==> config.mk <==
export PLATFORM = sky130hd
export DESIGN_NAME = expande_chave_seq
export DESIGN_NICKNAME = d
export VERILOG_FILES = /design/src/rtl/expande_chave_seq.sv
export SDC_FILE = /design/constraint.sdc
export NUM_CORES = 2
export LEC_CHECK = 0
export CAP_MARGIN = 20
export CORE_AREA = 2 2 549 551
export DETAILED_ROUTE_END_ITERATION = 10
export DIE_AREA = 0 0 551 553
export HOLD_SLACK_MARGIN = 0.05
export PLACE_DENSITY = 0.51
export SETUP_SLACK_MARGIN = 0.15
export SYNTH_ARGS = -nofsm -noshare
export SYNTH_HDL_FRONTEND = slang
export SYNTH_SLANG_ARGS = --single-unit
==> constraint.sdc <==
create_clock -name clk -period 3.8 [get_ports clk]
set_input_delay 0.76 -clock clk [delete_from_list [all_inputs] [get_ports clk]]
set_output_delay 0.76 -clock clk [all_outputs]
set_load 0.1 [all_outputs]
==> src/rtl/expande_chave_seq.sv <==
// AES-128 key expansion, one round key per cycle (two per cycle when
// EXPANDE_CHAVE_DUPLO_EN is defined); results held in chaveExpandida while pronto=1.
module expande_chave_seq (
   input  logic          clk,
   input  logic          rst_n,
   input  logic          inicio,
   input  logic [127:0]  chave,
   output logic [1279:0] chaveExpandida,
   output logic          pronto,
   output logic          ocupado
);

   typedef enum logic [1:0] {OCIOSO, EXPANDINDO, PRONTO} t_estado;

   localparam logic [2047:0] SBOX_TBL = 2048'h637c777bf26b6fc53001672bfed7ab76_ca82c97dfa5947f0add4a2af9ca472c0_b7fd9326363ff7cc34a5e5f171d83115_04c723c31896059a071280e2eb27b275_09832c1a1b6e5aa0523bd6b329e32f84_53d100ed20fcb15b6acbbe394a4c58cf_d0efaafb434d338545f9027f503c9fa8_51a3408f929d38f5bcb6da2110fff3d2_cd0c13ec5f974417c4a77e3d645d1973_60814fdc222a908846eeb814de5e0bdb_e0323a0a4906245cc2d3ac629195e479_e7c8376d8dd54ea96c56f4ea657aae08_ba78252e1ca6b4c6e8dd741f4bbd8b8a_703eb5664803f60e613557b986c11d9e_e1f8981169d98e949b1e87e9ce5528df_8ca1890dbfe6426841992d0fb054bb16;

   t_estado        r_estado;
   t_estado        w_proxEstado;
   logic           w_proxPronto;
   logic           w_proxOcupado;
   logic           w_captura;
   logic           w_avanca;
   logic [127:0]   r_chaveTrab;
   logic [3:0]     r_rodada;
   logic [7:0]     r_rcon;
   logic [127:0]   w_chaveA;
   logic [127:0]   w_chaveFinal;
   logic [7:0]     w_rconProx;

   // Table byte 0 sits at the MSB end, so byte x starts at bit 8*(255-x) = {~x, 3'b000}.
   function automatic logic [7:0] sbox(input logic [7:0] x);
      logic [10:0] idx;
      idx = {~x, 3'b000};
      return SBOX_TBL[idx +: 8];
   endfunction

   function automatic logic [7:0] xtime(input logic [7:0] b);
      return {b[6:0], 1'b0} ^ (b[7] ? 8'h1b : 8'h00);
   endfunction

   function automatic logic [31:0] subWord(input logic [31:0] w);
      return {sbox(w[31:24]), sbox(w[23:16]), sbox(w[15:8]), sbox(w[7:0])};
   endfunction

   function automatic logic [127:0] proxChave(input logic [127:0] k, input logic [7:0] rc);
      logic [31:0] t, w4, w5, w6, w7;
      t  = subWord({k[23:0], k[31:24]}) ^ {rc, 24'h000000};
      w4 = k[127:96] ^ t;
      w5 = k[95:64]  ^ w4;
      w6 = k[63:32]  ^ w5;
      w7 = k[31:0]   ^ w6;
      return {w4, w5, w6, w7};
   endfunction

   assign w_chaveA = proxChave(r_chaveTrab, r_rcon);

`ifdef EXPANDE_CHAVE_DUPLO_EN
   localparam logic [3:0] ULTIMA = 4'd8;
   localparam logic [3:0] PASSO  = 4'd2;
   logic [127:0] w_chaveB;
   assign w_chaveB     = proxChave(w_chaveA, xtime(r_rcon));
   assign w_chaveFinal = w_chaveB;
   assign w_rconProx   = xtime(xtime(r_rcon));
`else
   localparam logic [3:0] ULTIMA = 4'd9;
   localparam logic [3:0] PASSO  = 4'd1;
   assign w_chaveFinal = w_chaveA;
   assign w_rconProx   = xtime(r_rcon);
`endif

   always_ff @(posedge clk or negedge rst_n) begin
      if (!rst_n) begin
         r_estado <= OCIOSO;
         pronto   <= 1'b0;
         ocupado  <= 1'b0;
      end else begin
         r_estado <= w_proxEstado;
         pronto   <= w_proxPronto;
         ocupado  <= w_proxOcupado;
      end
   end

   // inicio is only honoured outside EXPANDINDO; a restart from PRONTO drops pronto at once.
   always_comb begin
      w_proxEstado  = r_estado;
      w_proxPronto  = pronto;
      w_proxOcupado = ocupado;
      w_captura     = 1'b0;
      w_avanca      = 1'b0;
      case (r_estado)
         OCIOSO, PRONTO: begin
            if (inicio) begin
               w_captura     = 1'b1;
               w_proxEstado  = EXPANDINDO;
               w_proxPronto  = 1'b0;
               w_proxOcupado = 1'b1;
            end
         end
         EXPANDINDO: begin
            w_avanca = 1'b1;
            if (r_rodada == ULTIMA) begin
               w_proxEstado  = PRONTO;
               w_proxPronto  = 1'b1;
               w_proxOcupado = 1'b0;
            end
         end
         default: begin
            w_proxEstado  = OCIOSO;
            w_proxPronto  = 1'b0;
            w_proxOcupado = 1'b0;
         end
      endcase
   end

   always_ff @(posedge clk or negedge rst_n) begin
      if (!rst_n) begin
         chaveExpandida <= '0;
         r_chaveTrab    <= '0;
         r_rodada       <= 4'd0;
         r_rcon         <= 8'h01;
      end else if (w_captura) begin
         r_chaveTrab <= chave;
         r_rodada    <= 4'd0;
         r_rcon      <= 8'h01;
      end else if (w_avanca) begin
         for (int i = 0; i < 10; i++) begin
`ifdef EXPANDE_CHAVE_DUPLO_EN
            if (r_rodada == 4'(i))
               chaveExpandida[128*i +: 128] <= w_chaveA;
            if (r_rodada + 4'd1 == 4'(i))
               chaveExpandida[128*i +: 128] <= w_chaveB;
`else
            if (r_rodada == 4'(i))
               chaveExpandida[128*i +: 128] <= w_chaveA;
`endif
         end
         r_chaveTrab <= w_chaveFinal;
         r_rodada    <= r_rodada + PASSO;
         r_rcon      <= w_rconProx;
      end
   end

endmodule

== Word level (Yosys, flattened, before mapping) ==
Cells that the tools add are included.
Word-level totals
  register bits: 1424
  input bits: 131
  output and inout bits: 1282
  logic and storage cells: 79
Operators by class
  add/subtract/negate cells: 1
  equal/unequal tests: 13
  shifts and indexed selects: 4
  mux-type cells: 19
  bitwise operators: 11
  reductions and logical operators: 15
Operators with widths (count)
  $shiftx A2048 B12 Y8 const A: 4
  $mux W128: 2
  $xor A32 B32 Y32: 5
  $not A8 Y8: 4
  $reduce_and A3 Y1: 10
  $eq A4 B3 Y1 const B: 4
  $mux W8: 2
  $eq A4 B2 Y1 const B: 2
  $eq A4 B4 Y1 const B: 2
  $mux W4: 2
  $xor A8 B5 Y8: 1
  $mux W1: 7
  $mux W5: 1
  $add A4 B1 Y4 const B: 1
  $eq A4 B1 Y1 const B: 1
  $logic_not A4 Y1: 1
  $mux W2: 2
  $ne A2 B2 Y1 const B: 2
  $pmux W1 S2: 2
  $pmux W2 S2: 1
  $eq A2 B1 Y1 const B: 1
  $eq A2 B2 Y1 const B: 1
  $logic_not A2 Y1: 1
  $reduce_and A2 Y1: 1
  3 further kinds: 3

== Depth between registers and ports, before layout ==
  word-level depth: 9
  depth in mapped cells: 16
  gate-level depth less buffers: 11

== Worst setup path after synthesis ==
Ideal clock, no wire load.
  path kind: register -> register
  from: register r_chaveTrab[1]
  to: register chaveExpandida[141]
  library setup time: 0.131 ns
  arrival time: 3.728 ns
  required time: 3.669 ns
  setup slack: -0.059 ns
  cell stages (with the launch flop): 16
  buffers on the path: 4
  period minus slack after synthesis: 3.859 ns
  cell sequence: dfrtp_1 buf_2 buf_4 inv_1 ha_1 clkbuf_1 nor2b_1 nor2_1 mux4_2 mux4_2 nor2_1 a31oi_1 xnor3_1 xnor2_1 buf_2 o21ai_0
Between the ends
  word-level cells in the longest chain between the ends: 7
Ends and longest elaborated chain
  start: declaration: RTL line 23  | logic [127:0] r_chaveTrab;
  start signal: assignment: RTL line 122  | r_chaveTrab <= chave;
  start signal: assignment: RTL line 137  | r_chaveTrab <= w_chaveFinal;
  $not A8 Y8: RTL line 33  | idx = {~x, 3'b000};
  $shiftx A2048 B12 Y8: RTL line 34  | return SBOX_TBL[idx +: 8];
  $xor A32 B32 Y32: RTL line 47  | t = subWord({k[23:0], k[31:24]}) ^ {rc, 24'h000000};
  $xor A32 B32 Y32: RTL line 48  | w4 = k[127:96] ^ t;
  $xor A32 B32 Y32: RTL line 49  | w5 = k[95:64] ^ w4;
  $xor A32 B32 Y32: RTL line 50  | w6 = k[63:32] ^ w5;
  $xor A32 B32 Y32: RTL line 51  | w7 = k[31:0] ^ w6;
  end signal: indexed assignment: RTL line 134  | chaveExpandida[128*i +: 128] <= w_chaveA;
  end: declaration: RTL line 8  | output logic [1279:0] chaveExpandida,
No other way between the ends.
A chain may end at the register's enable or synchronous reset.

== Worst setup path after layout ==
  from: register r_chaveTrab[0]
  to: register chaveExpandida[138]
Same word-level chain as after synthesis.

==> impl_results.md <==
- Avg Synthesized Cell Area: 9.35 sq um
- Synthesized Nets: 7564
- Horizontal die dimension: 551 microns
- Core outline area: 0.299 sq mm
- Placement Rows: between 200 and 250
- Vias per std cell: a little over 5
- Clock root cell: sky130_fd_sc_hd__clkbuf_16
- Largest stage delay on the critical path: 380 ps
- Logic depth of the worst register-to-register path: 19
- CTS buffer count: 173
- Reg2reg start: r_chaveTrab[0]
- Slack of the worst reg-to-reg path: 5 ps
- IO Pins: 1413
- Crit Path Max Fanout: 5
- Result of the run: finished, final reports clean
- Leading post-synthesis cells by cell area: sky130_fd_sc_hd__dfrtp_1 52%, sky130_fd_sc_hd__o21ai_0 10%, sky130_fd_sc_hd__nand2_1 8.2%, sky130_fd_sc_hd__clkbuf_1 3.0%, sky130_fd_sc_hd__a21oi_1 1.6%
- DR WL/cell: ~33 microns
- Count of unresolved DRC violations after routing: 0
- Final count of negative-setup-slack endpoints: 0
- Reg-to-reg critical path endpoint: chaveExpandida[138]
- Instance count of the mapped netlist: 7369
- Height of the die: approximately 550 microns
- Dominant register cell in the synthesized netlist: sky130_fd_sc_hd__dfrtp_1
- Reg clk slew, reported paths: 60 ps
- Number of maximum-capacitance violations: 0
- Area used by multi-input combinational logic: 0.0349 sq mm
- Worst hold path startpoint: chaveExpandida[606]
- Number of inserted filler cells in the final layout: 29.9k
- Setup repair after global routing missed its margin: true
- Maximum level of the CTS H-tree: 4
- Vias: 70.1k
- Proportion of layout cells with a drive suffix above 1: roughly 28%
- Total global routing track utilization: 28.1%
- Most numerous cell in the Yosys netlist: sky130_fd_sc_hd__nand2_1
- First-pass GRT wire length: between 500000 and 600000 microns
- Synthesis-stage register bit count: 1423
- Post-synthesis sequential area ratio: 51.7%
- Maximum number of pins on one net before global-route repair: around 140
- Critical path startpoint category: flop
- Footprint of the flip-flops and latches: 0.0357 sq mm
- Initial standard-cell utilization of the core: 23.1%
- Number of sinks driven by the clock tree: roughly 1.4k
- Number of detailed-routing iterations run before antenna repair: 6
- Sum of routed wire length over all layers: 457000 microns
- Total gr overflow: 0
- Number of buffers on the longest clock path: 4
- Fmax: between 200 and 300 MHz
- Arrival time at the worst endpoint: 4470 ps
- Final Skew: 63.1 ps
- Weighted congestion at the end of routability-driven global placement: 0.965
- Cell type with the highest aggregate area in the netlist: sky130_fd_sc_hd__dfrtp_1
- Ranking of synthesized cells by instance count: 1505 x sky130_fd_sc_hd__nand2_1, 1422 x sky130_fd_sc_hd__dfrtp_1, 1380 x sky130_fd_sc_hd__o21ai_0
- Yosys cell types: 114
- Actual slew at the worst max-slew pin: 1310 ps
- Worst min-delay path endpoint: chaveExpandida[606]
- Post-detail-place hpwl: 333000 microns
- Delay-heaviest family, CP: buffers and inverters
- Worst setup path class: reg -> reg
- Slowest library cell on the worst path: sky130_fd_sc_hd__dfrtp_1
- Asr flop ratio synth: 100%
- Post-synth EDFFs: 0
- Relative slew slack: 12.6%
- Nets: just under 10k
- Post-Syn Area: 0.0689 sq mm
- Max Transition Viols Final: 0
- Die Outline Area: ~0.3 sq mm
- Total number of yosys warnings: 0
- Worst hold path depth: 2
- Critical path, cell by cell: inv_2 > buf_6 > ha_4 > buf_4 > a21oi_2 > buf_4 > a221o_1 > o211ai_1 > a221oi_2 > a31oi_2 > buf_4 > xnor2_4 > buf_6 > xnor2_4 > buf_12 > xnor2_4 > buf_12 > clkbuf_16 > o21ai_2
- Post-route minimum period: 3790 ps
- Classification of the worst-slack hold path: reg -> reg
- Antenna-violating nets left: 0
- CP required: 4470 ps
- Worst setup EP type: flop
- Starting DRC count in detailed routing: between 7k and 8k
- Post-synthesis to final-layout area growth: 61.6%
- Tcrit/Tclk final: around 100%
- Final-layout setup total negative slack: 0 ps
- Number of buffers added on ports: 1412
- Hold Fails Final Rpt: 0
- Number of global-route vias before repair: a little under 70k
- Beginning of the critical path: r_chaveTrab[0]
- TritonCTS clock tree: yes
- Buffers and inverters on the worst path: 9
- Skew-Pair Late Insertion Delay: 850 ps
- Proportion of netlist area held by the largest area contributor: 51.7%
- Number of antenna violations at the first check in global routing: 63
area by class of cell:
class                      count  area share (%)
inverter                      57           0.224
clock inverter                65           0.736
clock buffer                 243            4.49
multi-input combinational   5146            31.4
antenna                       28          0.0629
sequential                  1423            32.0
timing repair buffer        2855            26.6
tap                         3958            4.45
worst min-delay path, stage by stage, from the launching register on:
cell and delay [ps]:
sky130_fd_sc_hd__dfrtp_1 340, sky130_fd_sc_hd__nand2_1 60, sky130_fd_sc_hd__o21ai_2 50
routing by layer:
layer	global-route usage, %	wire length (microns)
met3	5.67	35000
met1	38.3	197000
met2	43.9	205000
met4	10.1	20300
met5	0	88
worst max-delay path by stage:
stage	endpoint	depth (start not counted)	slack (ps)
3_5_place_dp	chaveExpandida[446]	13	-590
3_3_place_gp	chaveExpandida[827]	16	-1140
4_1_cts	chaveExpandida[77]	17	60
6_report	chaveExpandida[138]	19	5
2_1_floorplan	chaveExpandida[141]	15	140
5_1_grt	chaveExpandida[333]	19	-50
registers in the layout, summed over array words and instances, names as in the netlist:
signal	flops
r_chaveTrab	128
r_rcon	8
r_estado	1
chaveExpandida	1280
ocupado	1
r_rodada	4
pronto	1
layout by cell type (no fill, tap or decap), drive strengths merged, types with 66 or more instances in the layout:
cell	Yosys	routed
buf	200	1533
nand2	1505	1505
o21ai	1446	1446
dfrtp	1422	1422
clkdlybuf4s50	0	1284
clkbuf	543	279
a21oi	225	225
nor2	154	154
nor3	122	122
nand2b	114	114
xnor2	111	111
nand3	98	98
nor2b	89	89
xor2	66	66
metrics by stage:
stage	cell area (sq um)	hold WS, ps	utilization (%)	cells	setup slack, ps
final	111000	476	37.3	13800	5.34
after floorplan	68900	464	-	7369	143
after detailed placement	96800	463	32.4	13100	-585
after CTS	105000	464	35.2	13500	55.2
after global placement	96600	460	32.3	13100	-1140
after global routing	111000	492	37.2	13800	-53.6
cell families after synthesis:
kind of cell	synth area share, %
xor gates and xnor gates	3.16
adders and majority gates	1.16
and+or+nand+nor	15.0
muxes	2.48
buffers and inverters	4.99
DFF	51.7
AOI/OAI and AO/OA	21.5
repair_timing:
item,4_1_cts,5_1_grt
endpoints found under the setup margin,1199,1066
resized for setup,325,1001
buffers inserted,74,174
hold endpoints to repair,61,0
pin swaps,80,309
cloned,11,35
hold buffers,1,0
Power is not shown: default switching activity piles up to over one toggle a cycle in this logic, so the estimate is an artifact.
